<file path="config.mk">
export PLATFORM = sky130hd
export DESIGN_NAME = uart_cmd_wrapper_flat
export DESIGN_NICKNAME = d
export VERILOG_FILES = /design/src/rtl/uart_cmd_pkg.sv /design/src/rtl/uart_cmd_if.sv /design/src/rtl/uart_cmd_uart.sv /design/src/rtl/uart_cmd_wrapper.sv /design/src/flat_wrapper.sv
export SDC_FILE = /design/constraint.sdc
export NUM_CORES = 1
export LEC_CHECK = 0
export ABC_AREA = 0
export CELL_PAD_IN_SITES_DETAIL_PLACEMENT = 0
export CELL_PAD_IN_SITES_GLOBAL_PLACEMENT = 2
export CORE_ASPECT_RATIO = 0.5
export CORE_UTILIZATION = 40
export DETAILED_ROUTE_END_ITERATION = 8
export PLACE_DENSITY_LB_ADDON = 0.1
export SETUP_SLACK_MARGIN = 0.05
export SYNTH_ARGS = -nofsm -noshare
export SYNTH_HDL_FRONTEND = slang
export SYNTH_SLANG_ARGS = --single-unit
</file>
<file path="constraint.sdc">
create_clock -name clk -period 2.75 [get_ports clk]
set_input_delay 0.55 -clock clk [delete_from_list [all_inputs] [get_ports clk]]
set_output_delay 0.55 -clock clk [all_outputs]
set_load 0.02 [all_outputs]
</file>
<file path="src/rtl/uart_cmd_pkg.sv">
// Shared types for the UART command wrapper.
//   rx_state_t : command assembly FSM (waiting for high byte / low byte)
//   tx_state_t : response transmit FSM (idle / byte in flight)
package uart_cmd_pkg;

  typedef enum logic {
    RX_HIGH = 1'b0,
    RX_LOW  = 1'b1
  } rx_state_t;

  typedef enum logic {
    TX_IDLE = 1'b0,
    TX_BUSY = 1'b1
  } tx_state_t;

endpackage : uart_cmd_pkg

</file>
<file path="src/rtl/uart_cmd_if.sv">
// Command/response handshake bundle between the UART command wrapper and the
// logic that consumes commands and produces response bytes.
//   cmd[15:0]    assembled command {high, low}, valid while cmd_rdy=1
//   cmd_rdy      a new command is held in cmd
//   clr_cmd_rdy  consumer acknowledge (clears cmd_rdy and overrun)
//   overrun      sticky: a command completed while cmd_rdy was still set
//   frame_drop   one-cycle pulse when a dangling high byte is discarded
//   resp[7:0]    response byte, sampled on send_resp
//   send_resp    request transmission of resp
//   tx_busy      response transmission in progress
//   resp_sent    one-cycle pulse when the response byte has left TX
// slave  : the wrapper side
// master : the command consumer / response producer side
interface uart_cmd_if;

  logic [15:0] cmd;
  logic        cmd_rdy;
  logic        clr_cmd_rdy;
  logic        overrun;
  logic        frame_drop;
  logic [7:0]  resp;
  logic        send_resp;
  logic        tx_busy;
  logic        resp_sent;

  modport slave (
    output cmd, cmd_rdy, overrun, frame_drop, tx_busy, resp_sent,
    input  clr_cmd_rdy, resp, send_resp
  );

  modport master (
    input  cmd, cmd_rdy, overrun, frame_drop, tx_busy, resp_sent,
    output clr_cmd_rdy, resp, send_resp
  );

endinterface : uart_cmd_if

</file>
<file path="src/rtl/uart_cmd_uart.sv">
// 8N1 UART transceiver, LSB first, BAUD_DIV clocks per bit.
//   i_rx        serial input (synchronised internally)
//   o_tx        serial output, idles high
//   o_rx_data   last received byte
//   o_rdy       byte available; held until i_clr_rdy, drops the cycle after
//   i_clr_rdy   consumer has taken o_rx_data
//   i_trmt      start transmitting i_tx_data (ignored while a frame is in flight)
//   i_tx_data   byte to transmit
//   o_tx_done   one-cycle pulse after the stop bit has been driven
module uart_cmd_uart #(
  parameter int BAUD_DIV = 434
) (
  input  logic       clk,
  input  logic       rst_n,
  input  logic       i_rx,
  output logic       o_tx,
  output logic [7:0] o_rx_data,
  output logic       o_rdy,
  input  logic       i_clr_rdy,
  input  logic       i_trmt,
  input  logic [7:0] i_tx_data,
  output logic       o_tx_done
);

  localparam int BW = (BAUD_DIV > 2) ? $clog2(BAUD_DIV) : 1;
  localparam logic [BW-1:0] BAUD_FULL = BW'(BAUD_DIV - 1);
  localparam logic [BW-1:0] BAUD_HALF = BW'(BAUD_DIV / 2 - 1);

  // ---------------- receiver ----------------
  logic          r_rx_s1;
  logic          r_rx_s2;
  logic          r_rx_busy;
  logic [BW-1:0] r_rx_baud;
  logic [3:0]    r_rx_bit;
  logic [7:0]    r_rx_shift;
  logic [7:0]    r_rx_data;
  logic          r_rdy;

  // Bit index 0 is the start bit, 1..8 data, 9 stop. The first wait is half
  // a bit so every later sample lands mid-bit.
  always_ff @(posedge clk or negedge rst_n) begin
    if (!rst_n) begin
      r_rx_s1    <= 1'b1;
      r_rx_s2    <= 1'b1;
      r_rx_busy  <= 1'b0;
      r_rx_baud  <= '0;
      r_rx_bit   <= '0;
      r_rx_shift <= '0;
      r_rx_data  <= '0;
      r_rdy      <= 1'b0;
    end else begin
      r_rx_s1 <= i_rx;
      r_rx_s2 <= r_rx_s1;
      if (i_clr_rdy) r_rdy <= 1'b0;
      if (!r_rx_busy) begin
        if (!r_rx_s2) begin
          r_rx_busy <= 1'b1;
          r_rx_baud <= BAUD_HALF;
          r_rx_bit  <= '0;
        end
      end else if (r_rx_baud != '0) begin
        r_rx_baud <= r_rx_baud - BW'(1);
      end else begin
        r_rx_baud <= BAUD_FULL;
        r_rx_bit  <= r_rx_bit + 4'd1;
        if (r_rx_bit == 4'd0) begin
          // line back high at mid start bit: glitch, not a frame
          if (r_rx_s2) r_rx_busy <= 1'b0;
        end else if (r_rx_bit == 4'd9) begin
          r_rx_busy <= 1'b0;
          r_rx_data <= r_rx_shift;
          r_rdy     <= 1'b1;
        end else begin
          r_rx_shift <= {r_rx_s2, r_rx_shift[7:1]};
        end
      end
    end
  end

  assign o_rx_data = r_rx_data;
  assign o_rdy     = r_rdy;

  // ---------------- transmitter ----------------
  logic          r_tx_busy;
  logic [BW-1:0] r_tx_baud;
  logic [3:0]    r_tx_bit;
  logic [9:0]    r_tx_shift;
  logic          r_tx_done;

  // Ones are shifted in behind the frame, so bit 0 rests high when idle.
  always_ff @(posedge clk or negedge rst_n) begin
    if (!rst_n) begin
      r_tx_busy  <= 1'b0;
      r_tx_baud  <= '0;
      r_tx_bit   <= '0;
      r_tx_shift <= '1;
      r_tx_done  <= 1'b0;
    end else begin
      r_tx_done <= 1'b0;
      if (!r_tx_busy) begin
        if (i_trmt) begin
          r_tx_shift <= {1'b1, i_tx_data, 1'b0};
          r_tx_busy  <= 1'b1;
          r_tx_baud  <= BAUD_FULL;
          r_tx_bit   <= '0;
        end
      end else if (r_tx_baud != '0) begin
        r_tx_baud <= r_tx_baud - BW'(1);
      end else begin
        r_tx_baud  <= BAUD_FULL;
        r_tx_shift <= {1'b1, r_tx_shift[9:1]};
        if (r_tx_bit == 4'd9) begin
          r_tx_busy <= 1'b0;
          r_tx_done <= 1'b1;
        end else begin
          r_tx_bit <= r_tx_bit + 4'd1;
        end
      end
    end
  end

  assign o_tx      = r_tx_shift[0];
  assign o_tx_done = r_tx_done;

endmodule : uart_cmd_uart

</file>
<file path="src/rtl/uart_cmd_wrapper.sv">
// DUT-side end of the host serial command link.
// Two UART bytes (high first) form a 16-bit command presented on bus.cmd with
// a cmd_rdy / clr_cmd_rdy handshake; a response byte requested on send_resp
// is sent back on TX. A high byte with no low byte within TIMEOUT_CYCLES
// clocks is dropped (frame_drop pulse) so the link resynchronises.
//   clk, rst_n  clock, asynchronous active-low reset
//   RX, TX      serial lines to/from the host
//   bus         uart_cmd_if.slave handshake bundle
module uart_cmd_wrapper
  import uart_cmd_pkg::*;
#(
  parameter int TIMEOUT_CYCLES = 500000,
  parameter int BAUD_DIV       = 434
) (
  input  logic        clk,
  input  logic        rst_n,
  input  logic        RX,
  output logic        TX,
  uart_cmd_if.slave   bus
);

  localparam int TMR_W = $clog2(TIMEOUT_CYCLES);
  localparam logic [TMR_W-1:0] TMO_LAST = TMR_W'(TIMEOUT_CYCLES - 1);

  logic [7:0] w_rx_byte;
  logic       w_rdy;
  logic       w_clr_rdy;
  logic       w_tx_done;
  logic       r_trmt;
  logic [7:0] r_resp;

  uart_cmd_uart #(
    .BAUD_DIV (BAUD_DIV)
  ) u_uart (
    .clk       (clk),
    .rst_n     (rst_n),
    .i_rx      (RX),
    .o_tx      (TX),
    .o_rx_data (w_rx_byte),
    .o_rdy     (w_rdy),
    .i_clr_rdy (w_clr_rdy),
    .i_trmt    (r_trmt),
    .i_tx_data (r_resp),
    .o_tx_done (w_tx_done)
  );

  // ---------------- RX command assembly FSM ----------------
  rx_state_t        r_rx_state;
  rx_state_t        w_rx_next;
  logic [TMR_W-1:0] r_timer;
  logic [7:0]       r_high_byte;
  logic [15:0]      r_cmd;
  logic             r_cmd_rdy;
  logic             r_overrun;
  logic             w_tmo_hit;
  logic             w_latch_high;
  logic             w_cmd_done;
  logic             w_frame_drop;

  assign w_tmo_hit = (r_timer == TMO_LAST);

  always_ff @(posedge clk or negedge rst_n) begin
    if (!rst_n) r_rx_state <= RX_HIGH;
    else        r_rx_state <= w_rx_next;
  end

  // A byte arriving on the timeout cycle wins over the timeout.
  always_comb begin
    w_rx_next = r_rx_state;
    case (r_rx_state)
      RX_HIGH: if (w_rdy) w_rx_next = RX_LOW;
      RX_LOW:  if (w_rdy || w_tmo_hit) w_rx_next = RX_HIGH;
    endcase
  end

  always_comb begin
    w_clr_rdy    = 1'b0;
    w_latch_high = 1'b0;
    w_cmd_done   = 1'b0;
    w_frame_drop = 1'b0;
    case (r_rx_state)
      RX_HIGH: begin
        w_clr_rdy    = w_rdy;
        w_latch_high = w_rdy;
      end
      RX_LOW: begin
        w_clr_rdy    = w_rdy;
        w_cmd_done   = w_rdy;
        w_frame_drop = !w_rdy && w_tmo_hit;
      end
    endcase
  end

  always_ff @(posedge clk or negedge rst_n) begin
    if (!rst_n) begin
      r_timer     <= '0;
      r_high_byte <= '0;
    end else begin
      if (w_latch_high) begin
        r_high_byte <= w_rx_byte;
        r_timer     <= '0;
      end else if (r_rx_state == RX_LOW) begin
        r_timer <= r_timer + TMR_W'(1);
      end
    end
  end

  // An acknowledge in the completion cycle refers to the previous command,
  // so the new one is still flagged ready and no overrun is recorded.
  always_ff @(posedge clk or negedge rst_n) begin
    if (!rst_n) begin
      r_cmd     <= '0;
      r_cmd_rdy <= 1'b0;
      r_overrun <= 1'b0;
    end else if (w_cmd_done) begin
      r_cmd     <= {r_high_byte, w_rx_byte};
      r_cmd_rdy <= 1'b1;
      r_overrun <= bus.clr_cmd_rdy ? 1'b0 : (r_overrun | r_cmd_rdy);
    end else if (bus.clr_cmd_rdy) begin
      r_cmd_rdy <= 1'b0;
      r_overrun <= 1'b0;
    end
  end

  // ---------------- TX response FSM ----------------
  tx_state_t r_tx_state;
  tx_state_t w_tx_next;
  logic      w_tx_start;
  logic      w_resp_sent;

  always_ff @(posedge clk or negedge rst_n) begin
    if (!rst_n) r_tx_state <= TX_IDLE;
    else        r_tx_state <= w_tx_next;
  end

  always_comb begin
    w_tx_next = r_tx_state;
    case (r_tx_state)
      TX_IDLE: if (bus.send_resp) w_tx_next = TX_BUSY;
      TX_BUSY: if (w_tx_done)     w_tx_next = TX_IDLE;
    endcase
  end

  // send_resp is only honoured in TX_IDLE, which also drops a request that
  // coincides with tx_done.
  always_comb begin
    w_tx_start  = 1'b0;
    w_resp_sent = 1'b0;
    case (r_tx_state)
      TX_IDLE: w_tx_start  = bus.send_resp;
      TX_BUSY: w_resp_sent = w_tx_done;
    endcase
  end

  // trmt is issued one cycle after the request so the uart sees the
  // already-latched byte.
  always_ff @(posedge clk or negedge rst_n) begin
    if (!rst_n) begin
      r_resp <= '0;
      r_trmt <= 1'b0;
    end else begin
      r_trmt <= w_tx_start;
      if (w_tx_start) r_resp <= bus.resp;
    end
  end

  assign bus.cmd        = r_cmd;
  assign bus.cmd_rdy    = r_cmd_rdy;
  assign bus.overrun    = r_overrun;
  assign bus.frame_drop = w_frame_drop;
  assign bus.tx_busy    = (r_tx_state == TX_BUSY);
  assign bus.resp_sent  = w_resp_sent;

endmodule : uart_cmd_wrapper
</file>
<file path="src/flat_wrapper.sv">
// flat-port wrapper written by rule: the top's interface ports become plain ports
module uart_cmd_wrapper_flat import uart_cmd_pkg::*;
#(
  parameter int TIMEOUT_CYCLES = 500000,
  parameter int BAUD_DIV       = 434
)
  (clk, rst_n, RX, TX, bus_cmd, bus_cmd_rdy, bus_overrun, bus_frame_drop, bus_tx_busy, bus_resp_sent, bus_clr_cmd_rdy, bus_resp, bus_send_resp);
  uart_cmd_if bus_i ();
  input  logic clk;
  input  logic rst_n;
  input  logic RX;
  output logic TX;
  output wire logic [$bits(bus_i.cmd)-1:0] bus_cmd;
  output wire logic [$bits(bus_i.cmd_rdy)-1:0] bus_cmd_rdy;
  output wire logic [$bits(bus_i.overrun)-1:0] bus_overrun;
  output wire logic [$bits(bus_i.frame_drop)-1:0] bus_frame_drop;
  output wire logic [$bits(bus_i.tx_busy)-1:0] bus_tx_busy;
  output wire logic [$bits(bus_i.resp_sent)-1:0] bus_resp_sent;
  input wire logic [$bits(bus_i.clr_cmd_rdy)-1:0] bus_clr_cmd_rdy;
  input wire logic [$bits(bus_i.resp)-1:0] bus_resp;
  input wire logic [$bits(bus_i.send_resp)-1:0] bus_send_resp;
  assign bus_cmd = bus_i.cmd;
  assign bus_cmd_rdy = bus_i.cmd_rdy;
  assign bus_overrun = bus_i.overrun;
  assign bus_frame_drop = bus_i.frame_drop;
  assign bus_tx_busy = bus_i.tx_busy;
  assign bus_resp_sent = bus_i.resp_sent;
  assign bus_i.clr_cmd_rdy = bus_clr_cmd_rdy;
  assign bus_i.resp = bus_resp;
  assign bus_i.send_resp = bus_send_resp;
  uart_cmd_wrapper #(.TIMEOUT_CYCLES(TIMEOUT_CYCLES), .BAUD_DIV(BAUD_DIV)) u_core (.clk(clk), .rst_n(rst_n), .RX(RX), .TX(TX), .bus(bus_i));
endmodule
</file>
# == After elaboration in Yosys (flattened, before gate mapping) ==
# Cells that the tools add are included.
# word_totals
register_bits,114
out_inout_bits,22
elab_cells,103
# op_classes
add_sub_neg,5
n_eq_ne,7
mux,49
bitwise,6
n_reduce_logical,14
# op_table
op,count
9-bit two-way mux,6
19-bit two-way mux,2
10-bit two-way mux,3
1-bit two-way mux,29
4-bit two-way mux,7
"19-bit by 1-bit adder with 19-bit output, second input constant",1
"19-bit equality test, second input constant",1
9-bit nonzero test,2
"9-bit by 1-bit subtractor with 9-bit output, second input constant",2
"4-bit by 1-bit adder with 4-bit output, second input constant",2
"4-bit equality test, second input constant",2
4-bit AND reduction,2
"2-bit != test, second input constant",3
2-bit nonzero test,3
1-bit inverter,5
4-bit zero test,1
1-bit one-hot mux with 2 select lines,2
2-bit AND reduction,2
3-bit AND reduction,1
"2-bit by 1-bit != test with 1-bit output, second input constant",1
1-bit logical AND,1
1-bit zero test,1
1-bit logical OR,1
1-bit bitwise OR,1

# == Depth between registers and ports, before layout ==
# Gate-level depths: netlist of run 1.
# depth
depth_word,5
depth_mapped,7

# == Cells and area by module ==
# From an unflattened synthesis of run 1, not the netlist that was laid out.
# hier_totals
hier_cells,449
area_unflattened_um2,5106.1
# modules_own_cells
module,n_inst,cells_per_inst,area_each_um2,seq_area_each_um2
uart_cmd_uart,1,264,2746.4,1440.1
uart_cmd_wrapper,1,185,2359.8,1401.3

# == Least setup slack after synthesis of run 1 ==
# OpenSTA, ideal clock, no wires.
# synth_timing
kind,flip-flop to flip-flop
startpoint,register u_core.u_uart.r_rx_baud[0]
endpoint,"register u_core.u_uart.r_rx_data[0], in the netlist u_core.u_uart.o_rx_data[0]"
setup_ns,0.125
arrival_ns,1.848
t_required_ns,2.625
setup_slack_ns,0.777
path_stages_with_launch,7
n_path_buf,0
path_cell_list,dfrtp_1 -> inv_1 -> ha_1 -> nor3b_4 -> nand4_4 -> nor3_4 -> mux2_2
# synth_between
elab_chain_cells,3
# synth_lines
element,line_no,rtl
start: declaration,uart_cmd_uart.sv:33,logic [BW-1:0] r_rx_baud;
start signal: assignment,uart_cmd_uart.sv:62,r_rx_baud <= r_rx_baud - BW'(1);
9-bit nonzero test,uart_cmd_uart.sv:61,end else if (r_rx_baud != '0) begin
1-bit inverter (no source line),--,
4-bit AND reduction (no source line),--,
end signal: assignment,uart_cmd_uart.sv:71,r_rx_data <= r_rx_shift;
end: declaration,uart_cmd_uart.sv:36,logic [7:0] r_rx_data;
# Every way passes these cells.
# A chain may end at the register's enable or synchronous reset.

# == Worst setup path in the final report of run 1 ==
# layout_timing
startpoint,"register u_core.u_uart.r_rdy, in the netlist u_core.u_uart.o_rdy"
endpoint,output port bus_frame_drop
# layout_between
elab_chain_cells,3
# layout_lines
element,line_no,rtl
start: declaration,uart_cmd_uart.sv:37,logic r_rdy;
start signal: assignment,uart_cmd_uart.sv:50,r_rdy <= 1'b0;
start signal: assignment,uart_cmd_uart.sv:54,if (i_clr_rdy) r_rdy <= 1'b0;
start signal: assignment,uart_cmd_uart.sv:72,r_rdy <= 1'b1;
1-bit zero test,uart_cmd_wrapper.sv:89,w_frame_drop = !w_rdy && w_tmo_hit;
1-bit logical AND,uart_cmd_wrapper.sv:89,
1-bit two-way mux,uart_cmd_wrapper.sv:81,case (r_rx_state)
end: declaration,flat_wrapper.sv:16,output wire logic [$bits(bus_i.frame_drop)-1:0] bus_frame_drop;
# Every way passes these cells.

==> results of run 1 <==
## layer usage
layer / GRT usage / vias to the layer above / routed length (um)
li1: - / 1660 / -
met1: 0.207 / 1695 / 4710
met2: 0.277 / 41 / 4600
met3: 0.0561 / 10 / 340
met4: 0.0566 / 0 / 81
met5: 0 / - / 0
## kinds of logic after synthesis
logic type,count (synthesis)
compound gates,69
xor+xnor,8
simple gates,132
buf+inv,32
flops,113
fa+ha+maj,8
mux,71
## flip-flops by register name, indices dropped and copies added (netlist names), 4 cells and up
signal,cells
u_core.bus.cmd,16
u_core.u_uart.r_tx_shift,9
u_core.r_resp,8
u_core.r_high_byte,8
u_core.u_uart.r_tx_baud,9
u_core.u_uart.o_rx_data,8
u_core.u_uart.r_rx_bit,4
u_core.u_uart.r_tx_bit,4
u_core.u_uart.r_rx_shift,8
u_core.u_uart.r_rx_baud,9
u_core.r_timer,19
## repair_timing
item | CTS | global route
hold endpoints to repair | 0 | 0
endpoints found under the setup margin | 0 | 1
resized for setup | 0 | 3
## power by group
part           total, W  internal, W  switching (W)
clock network   0.00223      0.00144       0.000782
registers       0.00201      0.00186       0.000149
logic          0.000375     0.000195       0.000180
total           0.00461      0.00349        0.00111
## synth_stat cells (all sizes together), types with 2 or more instances
library cell	count
nor2b	6
and3	7
ha	8
buf	4
a22oi	2
clkbuf	10
a31oi	7
and2	2
dfstp	11
o211ai	3
dfrtp	102
nand2	40
o31ai	6
nand3	17
mux2i	22
a21oi	17
nor3b	2
nor4	6
a22o	2
nand4	8
xnor2	3
o21ai	24
inv	18
nor3	10
nor4b	2
nand2b	4
nor2	19
xor2	5
mux2	49
or4	2
## worst max-delay path: cells and delay by family (launching register included)
| family | cells | cell delay (ps) |
|---|---|---|
| AND/OR/NAND/NOR | 3 | 610 |
| flip-flops | 1 | 470 |
| buffers and inverters | 1 | 240 |
## metrics by stage
stage | total power, W | instance area (sq um)
3_3_place_gp | 0.00240 | 5620
5_1_grt | 0.00483 | 6240
3_5_place_dp | 0.00242 | 5620
4_1_cts | 0.00467 | 6220
6_report | 0.00461 | 6240
2_1_floorplan | 0.00227 | 5050
## cell type report
| type | count | area (sq um) | area share |
|---|---|---|---|
| flip-flops and latches | 113 | 2840 | 0.456 |
| multi-input cells | 288 | 2100 | 0.336 |
| clock buffers | 18 | 439 | 0.0704 |
| repair buffers | 43 | 420 | 0.0674 |
| well taps | 165 | 206 | 0.0331 |
| clock inverters | 14 | 164 | 0.0263 |
| inverters | 18 | 67.6 | 0.0108 |
## worst max-delay path by stage
stage | from | to | slack (ps) | depth (start not counted)
floorplan | u_core.u_uart.r_rx_baud[0] | u_core.u_uart.o_rx_data[0] | 780 | 6
global placement | u_core.r_timer[6] | bus_frame_drop | 520 | 4
detailed placement | u_core.u_uart.o_rdy | bus_frame_drop | 490 | 4
CTS | u_core.u_uart.o_rdy | bus_frame_drop | 50 | 4
global route | u_core.r_timer[5] | bus_frame_drop | 320 | 4
finish | u_core.u_uart.o_rdy | bus_frame_drop | 480 | 4
==> results.yml, run 1 <==
sta:
  setup-violations-final: 0
  timing.final.ws_setup_ps: 477
  slew_headroom: 0.509
  fin_worst_skew_ps: 7.45
  maxSlewViolCount: 0
  finalSetupTns_ps: 0
  finalHoldViolCount: 0
  tightest_slew_ps: 730
  finalCriticalPeriod_ps: 2270
  finalCritPeriodShare: 0.826
  rsz0062_at_grt: "no"
  fmax_ghz: 0.440
  holdWs_ps: 64.4
clock_tree:
  clk_pin_slew_ps: 60
  cts_sinks: 113
  post-cts-setup-buffer-count: 0
  htree_levels: 4
  cts.root.buffer_cell: "clkbuf_16"
  cts_tree: "yes"
  cts.path.max_buffers: 2
  cts-hold-fix-buffers: 0
  numCtsBuffers: 17
  clkLatencyLatePin_ps: 410
yosys:
  synth_compound_area_frac: 0.0825
  synth_top_family_by_area: "multiplexers"
  synth.area.mux_share: 0.153
  ys_async_sr_fraction: 1.00
  post_synth_xor_area_fraction: 0.0139
  yosys_most_used_dff: "dfrtp_1"
  synth-edff-count: 0
  yosysWarnings: 0
  synth_top_area_share: 0.506
  post_synth_and_or_nand_nor_area_fraction: 0.144
  yosys.area.top_type: "dfrtp_1"
  syn_inst: 433
  syn_avg_cell_area_sq_um: 11.7
  ys_top_cells_by_area: "dfrtp_1 51%, mux2_2 11%, dfstp_2 5.7%"
  syn-num-nets: 454
  syn-cell-area_sq_um: 5050
  synth.distinct_cells: 54
  synthAdderAreaFrac: 0.0198
  ys_seq_area_frac: 0.563
  synth-seq-cells: 113
placed_design:
  dp_cells: 627
  gp_congestion: 0.791
  io_buffers: 34
  place_ws_ps: 494
  place_hpwl_um: 6620
power:
  p_per_area_nw_per_um2: 739
  vdd_drop_max_uv: 353
  p_leak_nw: 2.86
global_route:
  grt_pass1_wl_um: 17000
  grt_use_total: 0.167
  grt_antenna_before_repair: 0
  grt_max_degree: 54
  grt_pass1_vias: 3587
  gr-total-overflow: 0
die:
  core_sq_um: 12100
  ios: 35
  chipWidth_um: 161
  start_util: 0.419
  die_area_sq_um: 13100
  die-height_um: 81.4
  rows: 28
drt:
  drtIter0Drc: 215
  dr.pass1.iters: 5
  routed-via-count: 3406
  ant_nets: 0
  wl_per_cell_um: 14.8
  drc_errors: 0
  routed_wl_um: 9740
  viasPerCell: 5.17
cells_and_area:
  drive_gt1_frac: 0.231
  area_delta_synth_final_pct: 23.5
  nets: 502
  fill_cells: 1051
  layout.cells.non_filler: 659
  final_cell_mix: "102 x dfrtp_1, 49 x mux2_2, 40 x nand2_1, 32 x clkdlybuf4s50_1, 23 x o21ai_0"
  post-route-util: 0.517
  n_antenna_cell: 0
  final_common_cell: "dfrtp_1"
critical_path:
  endpoint_kind: "output port"
  worstSetupPathType: "flop to output port"
  r2r-start: "u_core.u_uart.r_rx_baud[1]"
  required_ps: 2200
  max_stage_delay_ps: 470
  crit_path_start_kind: "flop"
  worstPathArrival_ps: 1720
  worstPathMaxFanout: 7
  r2r-end: "u_core.u_uart.r_rx_bit[1]"
  crit_chain: "nor4bb_2, nand4_1, nor2_1, dlymetal6s2s_1"
  reg2reg_depth: 7
  regToRegSetupSlack_ps: 690
  crit_slowest_cell: "dfrtp_1"
flow_run:
  maxCapViolations: 0
min_path:
  hold_class: "primary input to asynchronous set/reset pin"
status:
  status: "complete, no violations"
Note: power is estimated with default switching activity, not from simulation.
==> inputs of run 2 (changes only) <==
--- a/config.mk
+++ b/config.mk
@@ -9,7 +9,7 @@
 export CELL_PAD_IN_SITES_DETAIL_PLACEMENT = 0
 export CELL_PAD_IN_SITES_GLOBAL_PLACEMENT = 2
 export CORE_ASPECT_RATIO = 0.5
-export CORE_UTILIZATION = 40
+export CORE_UTILIZATION = 36
 export DETAILED_ROUTE_END_ITERATION = 8
 export PLACE_DENSITY_LB_ADDON = 0.1
 export SETUP_SLACK_MARGIN = 0.05
==> constraint.sdc (replaced) <==
create_clock -name clk -period 1.96 [get_ports clk]
set_input_delay 0.392 -clock clk [delete_from_list [all_inputs] [get_ports clk]]
set_output_delay 0.392 -clock clk [all_outputs]
set_load 0.02 [all_outputs]
==> run 2 against run 1 <==
- the run now ends with negative hold slack, negative setup slack left
- cell area increased by 4.9%
- critical path depth unchanged
- wire length increased by 5.6%
- clock-buffer cell count decreased by 1
- first-iteration DRC count decreased by 30%
- clock skew increased by 4.3 ps
- total power increased by 33%
- hold slack got worse by 72 ps
- die area increased by 11%
- register-to-register slack got worse by 620 ps
- critical endpoint unchanged
==> results.yml, run 2 (same netlist as run 1, synthesis figures left out) <==
sta:
  fmax_ghz: 0.504
  rsz0062_at_grt: "yes"
  finalCritPeriodShare: 1.01
  finalHoldViolCount: 2
  finalCriticalPeriod_ps: 1980
  tightest_slew_ps: 668
  timing.final.ws_setup_ps: -23.6
  fin_worst_skew_ps: 11.8
  holdWs_ps: -8.06
  maxSlewViolCount: 0
  slew_headroom: 0.554
  setup-violations-final: 1
clock_tree:
  clkLatencyLatePin_ps: 410
  cts-hold-fix-buffers: 0
  cts_sinks: 113
  htree_levels: 4
  clk_pin_slew_ps: 60
  cts_tree: "yes"
  numCtsBuffers: 17
  cts.root.buffer_cell: "clkbuf_16"
  cts.path.max_buffers: 2
drt:
  routed-via-count: 3584
  wl_per_cell_um: 14.3
  drtIter0Drc: 151
  ant_nets: 0
  drc_errors: 0
  routed_wl_um: 10300
  viasPerCell: 4.97
  dr.pass1.iters: 6
placed_design:
  io_buffers: 34
  dp_cells: 683
  placed_cell_area_sq_um: 5890
  gp_congestion: 0.776
  place_hpwl_um: 6730
global_route:
  gr-total-overflow: 0
  grt_pass1_vias: 3634
  grt_pass1_wl_um: 17600
  grt_antenna_before_repair: 0
  grt_use_total: 0.155
  grt_max_degree: 114
die:
  chipWidth_um: 169
  ios: 35
  core_sq_um: 13600
  die_area_sq_um: 14500
  start_util: 0.370
  die-height_um: 85.7
  rows: 30
critical_path:
  worstPathMaxFanout: 2
  r2r-start: "u_core.u_uart.r_rx_baud[0]"
  crit_family: "simple AND/OR/NAND/NOR gates"
  crit_path_start_kind: "flop"
  crit_slowest_cell: "dfrtp_1"
  required_ps: 1570
  endpoint_kind: "output port"
  crit_path_start: "u_core.r_timer[7]"
  worstSetupPathType: "flop to output port"
  reg2reg_depth: 7
  max_stage_delay_ps: 390
  worstPathArrival_ps: 1590
  crit_chain: "nor4bb_2, nand4_1, nor2_1, buf_4"
  cp_num_buf_inv: 1
  r2r-end: "u_core.u_uart.o_rx_data[3]"
  regToRegSetupSlack_ps: 70
cells_and_area:
  largest_reg_flops: 19
  fin_area_sq_um: 6540
  regMostFlops: "u_core.r_timer"
  layout.cells.non_filler: 721
  nets: 537
  final_cell_mix: "102 x dfrtp_1, 42 x mux2_2, 42 x buf_4, 40 x nand2_1, 30 x clkdlybuf4s50_1"
  area_delta_synth_final_pct: 29.6
  final_common_cell: "dfrtp_1"
  fill_cells: 1252
  n_antenna_cell: 0
  drive_gt1_frac: 0.291
flow_run:
  maxCapViolations: 0
status:
  violations: "negative hold slack, negative setup slack"
  status: "complete, but fails checks"
min_path:
  hold_class: "primary input to asynchronous set/reset pin"
power:
  vdd_drop_max_uv: 412
  p_per_area_nw_per_um2: 940
  p_leak_nw: 3.01
run 2: cell count changes in the layout (fill, tap and decap cells not counted), sizes merged:
cell,before,now
bufinv,3,0
dlygate4sd2,0,2
inv,19,23
buf,10,46
clkinv,7,5
clkinvlp,3,5
clkdlybuf4s50,32,30
dlymetal6s2s,1,0
clkbuf,18,17
run 2: final cells by class:
class                      count  area [sq um]  share of cell area
clock buffer                  17           425              0.0650
tap                          192           240              0.0367
inverter                      18          67.6              0.0103
clock inverter                15           110              0.0168
multi-input combinational    288          2150               0.329
timing repair buffer          78           704               0.108
sequential                   113          2840               0.434
run 2: through the flow:
step / worst slack, ps / power, W / util / setup TNS (ps)
finish: -23.6 / 0.00615 / 0.480 / -23.6
CTS: -35.0 / 0.00623 / 0.473 / -35.0
global route: -84.8 / 0.00648 / 0.480 / -170
global placement: -64.4 / 0.00338 / 0.433 / -64.4
detailed placement: -81.2 / 0.00341 / 0.433 / -81.2
floorplan: 47.0 / 0.00318 / - / 0
run 2: how the worst max path moves through the flow:
stage	end	slack (ps)	cells past startpoint
2_1_floorplan	u_core.u_uart.o_rx_data[0]	50	6
3_3_place_gp	bus_frame_drop	-60	4
3_5_place_dp	bus_frame_drop	-80	4
4_1_cts	bus_frame_drop	-30	4
5_1_grt	bus_frame_drop	-80	4
6_report	bus_frame_drop	-20	4
run 2: per-layer routing:
layer / GRT usage / routed length, um / up-vias
met5: 0 / 0 / -
met4: 0.0581 / 100 / 0
met3: 0.0406 / 352 / 8
met2: 0.247 / 4850 / 56
met1: 0.204 / 4980 / 1792
li1: - / - / 1728
run 2: power by group:
part           total (W)  internal, W  switching (W)
logic           0.000545     0.000285       0.000261
registers        0.00283      0.00260       0.000222
clock network    0.00278      0.00162        0.00115
run 2: what timing repair did:
action,CTS,global route
setup endpoints to repair,4,21
endpoints found under the hold margin,0,0
gates resized for setup,10,13
pin swaps,1,2
setup buffers,1,5
